File: src/rtl/usrt_pkg.sv
// usrt_pkg: shared parity codes, frame bit positions and receive FSM states
package usrt_pkg;

    localparam logic [1:0] PAR_NONE = 2'b00;
    localparam logic [1:0] PAR_EVEN = 2'b01;
    localparam logic [1:0] PAR_ODD  = 2'b10;

    localparam int START_BIT = 10;
    localparam int DATA_MSB  = 9;
    localparam int DATA_LSB  = 2;
    localparam int PAR_BIT   = 1;
    localparam int STOP_BIT  = 0;

    typedef enum logic {IDLE, SHIFT} rx_state_t;

    // 00 and 11 both mean "no parity bit on the line"
    function automatic logic par_none(input logic [1:0] m);
        return m[0] == m[1];
    endfunction

endpackage

File: src/rtl/usrt_rx_ctrl_if.sv
// usrt_rx_ctrl_if: checker handoff and output byte stream of the receive sequencer
interface usrt_rx_ctrl_if;

    logic [10:0] o_Frame;
    logic        o_FrameStb;
    logic [1:0]  o_ChkParity;
    logic        i_ParityOK;
    logic [7:0]  o_Data;
    logic        o_Valid;
    logic        i_Ready;

    modport master (
        output o_Frame, o_FrameStb, o_ChkParity, o_Data, o_Valid,
        input  i_ParityOK, i_Ready
    );

    modport slave (
        input  o_Frame, o_FrameStb, o_ChkParity, o_Data, o_Valid,
        output i_ParityOK, i_Ready
    );

endinterface

File: src/rtl/usrt_rx_fifo.sv
// usrt_rx_fifo: small synchronous byte FIFO; a push while full only lands if a pop frees a slot
module usrt_rx_fifo #(
    parameter int DEPTH = 4,
    parameter int AW    = 2
) (
    input  logic       i_Pclk,
    input  logic       i_Rst,
    input  logic       i_Push,
    input  logic       i_Pop,
    input  logic [7:0] i_Din,
    output logic [7:0] o_Dout,
    output logic       o_Full,
    output logic       o_Empty
);

    logic [7:0]  mem [DEPTH];
    logic [AW-1:0] wp, rp;
    logic [AW:0] cnt;
    logic wr, rd;

    assign o_Full  = cnt == (AW+1)'(DEPTH);
    assign o_Empty = cnt == '0;
    assign rd      = i_Pop & ~o_Empty;
    assign wr      = i_Push & (~o_Full | rd);
    assign o_Dout  = o_Empty ? 8'd0 : mem[rp];

    // storage write, no reset needed since the head is masked while empty
    always_ff @(posedge i_Pclk) begin
        if (wr) mem[wp] <= i_Din;
    end

    // pointers wrap naturally at DEPTH; count tracks occupancy
    always_ff @(posedge i_Pclk or posedge i_Rst) begin
        if (i_Rst) begin
            wp  <= '0;
            rp  <= '0;
            cnt <= '0;
        end else begin
            if (wr) wp <= wp + AW'(1);
            if (rd) rp <= rp + AW'(1);
            cnt <= cnt + (AW+1)'(wr) - (AW+1)'(rd);
        end
    end

endmodule

File: src/rtl/usrt_rx_ctrl.sv
// usrt_rx_ctrl: samples the serial line, hands frames to the parity checker, buffers good bytes
module usrt_rx_ctrl
    import usrt_pkg::*;
#(
    parameter int FIFO_DEPTH = 4,
    parameter int FIFO_AW    = 2
) (
    input  logic           i_Pclk,
    input  logic           i_Rst,
    input  logic           i_Enable,
    input  logic           i_Rx,
    input  logic [1:0]     i_Parity,
    usrt_rx_ctrl_if.master bus,
    output logic           o_ParErr,
    output logic           o_FrmErr,
    output logic           o_Overrun,
    input  logic           i_ClrErr
);

    rx_state_t state, state_nx;
    logic [9:0] sr;
    logic [3:0] cnt;
    logic [1:0] mode;
    logic last, start, done, c1, push, pop, full, empty;

    // last bit after the start bit is the stop bit: 9 bits without parity, 10 with
    assign last = cnt == (par_none(mode) ? 4'd8 : 4'd9);

    // next-state: start on a low line while enabled, leave SHIFT on stop bit or disable
    always_comb begin
        start    = state == IDLE && i_Enable && !i_Rx;
        done     = state == SHIFT && i_Enable && last;
        state_nx = start ? SHIFT : (state == SHIFT && (!i_Enable || last)) ? IDLE : state;
    end

    // state register
    always_ff @(posedge i_Pclk or posedge i_Rst) begin
        if (i_Rst) state <= IDLE;
        else       state <= state_nx;
    end

    // shift register holds start bit plus bits received so far; mode frozen at start bit
    always_ff @(posedge i_Pclk or posedge i_Rst) begin
        if (i_Rst) begin
            sr   <= '0;
            cnt  <= '0;
            mode <= PAR_NONE;
        end else if (start) begin
            sr   <= '0;
            cnt  <= '0;
            mode <= i_Parity;
        end else if (state == SHIFT) begin
            sr  <= {sr[8:0], i_Rx};
            cnt <= cnt + 4'd1;
        end
    end

    // frame handoff; no-parity frames get a 0 in the parity slot so data stays at [9:2]
    always_ff @(posedge i_Pclk or posedge i_Rst) begin
        if (i_Rst) begin
            bus.o_Frame     <= '0;
            bus.o_FrameStb  <= 1'b0;
            bus.o_ChkParity <= PAR_NONE;
            c1              <= 1'b0;
        end else begin
            bus.o_FrameStb <= done;
            c1             <= bus.o_FrameStb;
            if (done) begin
                bus.o_Frame     <= par_none(mode) ? {sr[8:0], 1'b0, i_Rx} : {sr, i_Rx};
                bus.o_ChkParity <= mode;
            end
        end
    end

    assign push        = c1 & bus.o_Frame[STOP_BIT] & bus.i_ParityOK;
    assign pop         = bus.o_Valid & bus.i_Ready;
    assign bus.o_Valid = ~empty;

    // sticky flags: a set event in the clearing cycle keeps the flag high
    always_ff @(posedge i_Pclk or posedge i_Rst) begin
        if (i_Rst) begin
            o_ParErr  <= 1'b0;
            o_FrmErr  <= 1'b0;
            o_Overrun <= 1'b0;
        end else begin
            o_FrmErr  <= (c1 & ~bus.o_Frame[STOP_BIT]) | (o_FrmErr & ~i_ClrErr);
            o_ParErr  <= (c1 & bus.o_Frame[STOP_BIT] & ~bus.i_ParityOK) | (o_ParErr & ~i_ClrErr);
            o_Overrun <= (push & full & ~pop) | (o_Overrun & ~i_ClrErr);
        end
    end

    usrt_rx_fifo #(.DEPTH(FIFO_DEPTH), .AW(FIFO_AW)) u_fifo (
        .i_Pclk (i_Pclk),
        .i_Rst  (i_Rst),
        .i_Push (push),
        .i_Pop  (pop),
        .i_Din  (bus.o_Frame[DATA_MSB:DATA_LSB]),
        .o_Dout (bus.o_Data),
        .o_Full (full),
        .o_Empty(empty)
    );

endmodule

File: src/flat_wrapper.sv
// flat-port wrapper written by rule: the top's interface ports become plain ports
module usrt_rx_ctrl_flat import usrt_pkg::*;
#(
    parameter int FIFO_DEPTH = 4,
    parameter int FIFO_AW    = 2
)
  (i_Pclk, i_Rst, i_Enable, i_Rx, i_Parity, o_ParErr, o_FrmErr, o_Overrun, i_ClrErr, bus_o_Frame, bus_o_FrameStb, bus_o_ChkParity, bus_o_Data, bus_o_Valid, bus_i_ParityOK, bus_i_Ready);
  usrt_rx_ctrl_if bus_i ();
  input  logic i_Pclk;
  input  logic i_Rst;
  input  logic i_Enable;
  input  logic i_Rx;
  input  logic [1:0] i_Parity;
  output logic o_ParErr;
  output logic o_FrmErr;
  output logic o_Overrun;
  input  logic i_ClrErr;
  output wire logic [$bits(bus_i.o_Frame)-1:0] bus_o_Frame;
  output wire logic [$bits(bus_i.o_FrameStb)-1:0] bus_o_FrameStb;
  output wire logic [$bits(bus_i.o_ChkParity)-1:0] bus_o_ChkParity;
  output wire logic [$bits(bus_i.o_Data)-1:0] bus_o_Data;
  output wire logic [$bits(bus_i.o_Valid)-1:0] bus_o_Valid;
  input wire logic [$bits(bus_i.i_ParityOK)-1:0] bus_i_ParityOK;
  input wire logic [$bits(bus_i.i_Ready)-1:0] bus_i_Ready;
  assign bus_o_Frame = bus_i.o_Frame;
  assign bus_o_FrameStb = bus_i.o_FrameStb;
  assign bus_o_ChkParity = bus_i.o_ChkParity;
  assign bus_o_Data = bus_i.o_Data;
  assign bus_o_Valid = bus_i.o_Valid;
  assign bus_i.i_ParityOK = bus_i_ParityOK;
  assign bus_i.i_Ready = bus_i_Ready;
  usrt_rx_ctrl #(.FIFO_DEPTH(FIFO_DEPTH), .FIFO_AW(FIFO_AW)) u_core (.i_Pclk(i_Pclk), .i_Rst(i_Rst), .i_Enable(i_Enable), .i_Rx(i_Rx), .i_Parity(i_Parity), .bus(bus_i), .o_ParErr(o_ParErr), .o_FrmErr(o_FrmErr), .o_Overrun(o_Overrun), .i_ClrErr(i_ClrErr));
endmodule
File: config.mk
export PLATFORM = sky130hd
export DESIGN_NAME = usrt_rx_ctrl_flat
export DESIGN_NICKNAME = d
export VERILOG_FILES = /design/src/rtl/usrt_pkg.sv /design/src/rtl/usrt_rx_ctrl_if.sv /design/src/rtl/usrt_rx_fifo.sv /design/src/rtl/usrt_rx_ctrl.sv /design/src/flat_wrapper.sv
export SDC_FILE = /design/constraint.sdc
export NUM_CORES = 1
export LEC_CHECK = 0
export CORE_AREA = 2 2 76 78
export CTS_BUF_LIST = sky130_fd_sc_hd__clkbuf_8
export CTS_CLUSTER_DIAMETER = 50
export DETAILED_ROUTE_END_ITERATION = 8
export DIE_AREA = 0 0 78 80
export PLACE_DENSITY = 0.87
export SYNTH_ARGS = -nofsm -noshare
export SYNTH_HDL_FRONTEND = slang
export SYNTH_SLANG_ARGS = --single-unit
File: constraint.sdc
create_clock -name i_Pclk -period 6.9 [get_ports i_Pclk]
set_input_delay 0.69 -clock i_Pclk [delete_from_list [all_inputs] [get_ports i_Pclk]]
set_output_delay 0.69 -clock i_Pclk [all_outputs]
set_load 0.01 [all_outputs]
# Word level (Yosys, flattened, before mapping)
# Memories as Yosys holds them, arrays and structs flattened.
# Index checks and enable logic that the tools add are counted.
# W data, S select, Z words.
# word_totals
wordCells,68
memories,1
ff_bits,42
ramBits,32
input_bits,9
# memory_table
memory,depth,word_bits,read_ports,rd_ports_with_merged_regs,wr,line_no,text
u_core.u_fifo.mem,4,8,1,0,1,usrt_rx_fifo.sv:16,logic [7:0] mem [DEPTH];
# classes
eq_ne,3
mux,11
bitwise,23
n_addsub,5
reduce_logical,11
# op_table
op,count
$mux W10,2
$and A1 B1 Y1,12
$mux W11,1
$mux W4,2
$mux W8,1
$not A1 Y1,7
$logic_and A1 B1 Y1,5
$mux W1,5
$add A2 B1 Y2 const B,2
$add A4 B1 Y4 const B,1
$eq A4 B4 Y1,1
$or A1 B1 Y1,4
$reduce_bool A2 Y1,2
$add A3 B1 Y3,1
$eq A3 B3 Y1 const B,1
$logic_not A3 Y1,1
$sub A3 B1 Y3,1
$logic_not A1 Y1,2
$eq A1 B1 Y1,1
$logic_or A1 B1 Y1,1

# Longest topological paths before layout
# logic_depth
ltp_word,8
mapped_depth,9
mapped_depth_nobuf,9

# Hierarchy
# From an unflattened synthesis, not the netlist that was laid out.
# unflattened
hier_cells,220
area_unflattened_um2,3166.8
# modules_own_cells
module,instances,cells_per_inst,area_per_inst_um2
usrt_rx_fifo,1,88,1634.1
usrt_rx_ctrl,1,132,1532.7

# Worst setup path before layout
# No wires, ideal clock.
# synth_timing
path_type,input -> register
start,in bus_i_Ready
end,reg u_core.u_fifo.cnt[2]
setup_slack_ns,4.251
n_path_buf,0
cell_stages,9
t_arrival_ns,2.526
cell_sequence,or4b_2 -> nor2b_1 -> inv_1 -> ha_1 -> inv_1 -> ha_1 -> fa_1 -> xor2_1 -> xnor2_1
# synth_between
elab_chain_cells,6
# synth_rtl
item,line_no,text
start: declaration,flat_wrapper.sv:24,input wire logic [$bits(bus_i.i_Ready)-1:0] bus_i_Ready;
$and A1 B1 Y1 *,usrt_rx_ctrl.sv:76,assign pop = bus.o_Valid & bus.i_Ready;
$and A1 B1 Y1 *,usrt_rx_fifo.sv:23,assign rd = i_Pop & ~o_Empty;
$or A1 B1 Y1,usrt_rx_fifo.sv:24,assign wr = i_Push & (~o_Full | rd);
$and A1 B1 Y1,usrt_rx_fifo.sv:24,
$add A3 B1 Y3,usrt_rx_fifo.sv:41,cnt <= cnt + (AW+1)'(wr) - (AW+1)'(rd);
$sub A3 B1 Y3 *,usrt_rx_fifo.sv:41,
end signal: assignment,usrt_rx_fifo.sv:41,
end: declaration,usrt_rx_fifo.sv:18,logic [AW:0] cnt;
# Mark *: on every way between the ends. The rest lies on a longest branch, timed or not.
# A chain may end at the register's enable or synchronous reset.

# Final worst setup path
# layout_timing
start,reg u_core.u_fifo.rp[0]
end,out bus_o_Data[2]
# layout_between
elab_chain_cells,2
# layout_rtl
item,line_no,text
start: declaration,usrt_rx_fifo.sv:17,"logic [AW-1:0] wp, rp;"
start signal: assignment,usrt_rx_fifo.sv:40,if (rd) rp <= rp + AW'(1);
$mem_v2 Z4 W8,n/a,
$mux W8,usrt_rx_fifo.sv:25,assign o_Dout = o_Empty ? 8'd0 : mem[rp];
end: declaration,flat_wrapper.sv:21,output wire logic [$bits(bus_i.o_Data)-1:0] bus_o_Data;
# No other way between the ends.

==> out/qor.txt <==
Status - completed
DP Cell Count - 293
Remaining global-route overflow - 0
Global-route wire length before repair - 8.37 mm
Worst-Skew Late Latency - 0.33 ns
Rows - 27
Vias - 1662
Cell area after layout - 3710 µm²
Clk pin slew, worst setup/hold paths - 0.07 ns
Starting Density - 57.6%
# Max-Cap Violations - 0
Synth Warn # - 0
LEAKAGE - 0.00152 µW
CTS max path bufs - 2
End of the worst register-to-register path - u_core.u_fifo.cnt[2]
Post-route ant nets - 0
Iteration-0 DRC Markers - 74
PD cells - 307 nW/µm²
Min Tclk post-route - 2.95 ns
R2R depth - 9
Worst min path class - flip-flop to flip-flop
RSZ-0062 raised after global routing - no
CP Class - flip-flop to primary output
Post-Syn Instances - 193
Routed WL - 4.85 mm
CTS tree - built
Area after DPL - 3500 µm²
Syn_nets - 210
Period utilization - 42.8%
Nets - 249
Maximum vdd ir drop - 0.177 mV
Worst setup margin - 3.95 ns
Setup_tns - 0 ns
Mapped Area - 3110 µm²
Critical-path cell list - mux4_2, and2_1, clkdlybuf4s50_1
Synth unique cells - 29
RR Startpoint - u_core.u_fifo.cnt[1]
Worst Setup End Kind - primary output
DP Wirelength - 3.38 mm
Critical Path Source Type - flip-flop
# diodes - 0
IO buf count - 34
WL/cell - 15.7 µm
Post-CTS setup repair buffer count - 0
CTS Sinks - 74
Stages on worst setup path - 3
Crit path to - bus_o_Data[2]
Seq cells post-synth - 74
Buffers & Inverters on Critical Path - 1
CP max stage delay - 0.70 ns
Final hold violations - 0
Slew HR - 36.1%
Worst Max-Slew Pin Slew - 0.955 ns
Fmax - 339 MHz
Routability Congestion - 0.784
Chip height - 80 µm
Sequential fraction of the synthesis area - 64.7%
Crit. Startpoint - u_core.u_fifo.rp[0]
Hold Buf Count CTS - 0
Crit-path slowest cell - dfrtp_1
Core area - 5410 µm²
Fin. max-slew vios - 0
Die area - 6240 µm²
H-tree depth - 3
Initial antenna violation count - 0
Cell Count, Final, Fillers Out - 309
Area growth from synthesis to layout - 19.3%
Mean Syn Cell Area - 16.1 µm²
Share of cells above drive strength 1 - 21.9%
Fillers - 352
Largest net degree at the start of global routing - 43
Clock skew - 0.00557 ns
Hold Worst Slack - 0.401 ns
Inserted Clock Buffers - 9
Crit path max-delay family - flip-flops
Worst reg2reg setup slack - 4.34 ns
Post_cts resized - 0
Hold path start - u_core.bus.o_FrameStb
DRT Pass-1 Iters - 4
Setup-failing EPs final - 0
Post-Place Worst Slack - 3.66 ns
DRC - 0
Vias in the first global route - 1734
Die Wd - 78 µm
Clk root buf - clkbuf_8
GRT Overall Usage - 18.0%
CP required - 6.21 ns
Vias/cell - 5.38
# IOs - 35
Crit-path max FO - 10
Arr. time, crit path - 2.26 ns
state kept, by name (all words and copies together) (netlist names):
signal                  count
u_core.bus.o_ChkParity      2
u_core.u_fifo.wp            2
u_core.u_fifo.mem          32
u_core.bus.o_Frame         11
u_core.u_fifo.rp            2
u_core.cnt                  4
u_core.o_Overrun            1
u_core.state                1
u_core.sr                  10
u_core.bus.o_FrameStb       1
u_core.o_FrmErr             1
u_core.c1                   1
u_core.o_ParErr             1
u_core.u_fifo.cnt           3
u_core.mode                 2
Yosys cell counts:
master | count | share of area [%]
a21oi_1 | 1 | 0.16
a22o_1 | 12 | 3.4
and2_1 | 13 | 2.6
and3_1 | 1 | 0.20
buf_2 | 1 | 0.16
buf_6 | 1 | 0.36
clkbuf_1 | 4 | 0.48
clkbuf_8 | 1 | 0.44
dfrtp_1 | 42 | 34
edfxtp_1 | 32 | 31
fa_1 | 1 | 0.64
ha_1 | 7 | 2.8
inv_1 | 15 | 1.8
mux2_2 | 25 | 9.0
mux2i_1 | 1 | 0.32
mux4_2 | 8 | 5.8
nand2_1 | 5 | 0.60
nand3_1 | 3 | 0.48
nor2_1 | 2 | 0.24
nor2b_1 | 1 | 0.20
nor4b_4 | 1 | 0.76
o22a_1 | 1 | 0.28
o22ai_1 | 3 | 0.60
o311a_2 | 1 | 0.36
or3_1 | 1 | 0.20
or4b_2 | 1 | 0.32
xnor2_1 | 4 | 1.1
xor2_1 | 4 | 1.1
xor3_2 | 1 | 0.80
power breakdown:
part | total (µW) | internal (µW) | switching [µW]
clock network | 346 | 200 | 146
logic | 242 | 154 | 88.8
registers | 551 | 494 | 57.5
total | 1140 | 847 | 292
worst register-to-register path, delay by kind of cell, from the launching register on:
family / cells / cell delay [ns]
DFF: 1 / 0.43
buffers and inverters: 2 / 0.12
xor gates and xnor gates: 2 / 0.28
and+or+nand+nor: 2 / 0.94
adders and majority gates: 3 / 0.67
cell families after synthesis:
kind of cell	after synthesis	synth area share, %
mux	34	15.2
compound gates	18	4.78
xor+xnor	9	3.06
simple gates	28	5.63
fa+ha+maj	8	3.46
buf+inv	22	3.26
flops	74	64.7
worst min path at each step:
stage / to / slack (ns) / cells past startpoint
3_3_place_gp: u_core.c1 / 0.36 / 0
6_report: u_core.c1 / 0.40 / 0
3_5_place_dp: u_core.c1 / 0.39 / 0
5_1_grt: u_core.c1 / 0.42 / 0
4_1_cts: u_core.c1 / 0.41 / 0
2_1_floorplan: u_core.c1 / 0.42 / 0
routing by layer:
metal  track usage, %  routed length, µm  vias to the layer above  share of wire [%]
met4             7.72                 70                        0                1.4
met1             21.9               2080                      839                 43
met5                0                  0                        -                  0
met3             6.45                205                        9                4.2
met2             29.1               2490                       34                 51
li1                 -                  -                      780                  -
placed cells by master, fill, tap and decap left out, drive strengths merged, types with 2 or more instances in the layout:
cell	n
and2	13
inv	16
o22ai	3
ha	7
edfxtp	32
xnor2	4
dfrtp	42
clkbuf	9
nand3	3
a22o	12
xor2	4
nand2	5
nor2	2
clkdlybuf4s50	34
mux2	25
mux4	8
bufinv	2
clkinv	3
stage by stage:
stage               power [µW]  util [%]
floorplan                  712         -
global placement           797      64.8
detailed placement         808      64.8
CTS                       1150      68.7
global route              1200      68.7
finish                    1140      68.7
layout make-up:
class / instances / area [µm²] / share of cell area (%)
inverters: 15 / 56.3 / 1.52
flip-flops and latches: 74 / 2010 / 54.2
repair buffers: 35 / 348 / 9.37
multi-input cells: 97 / 998 / 26.9
clock buffers: 9 / 124 / 3.34
well taps: 72 / 90.1 / 2.43
clock inverters: 7 / 85.1 / 2.29
No activity file was read; power rests on OpenSTA's default activity.
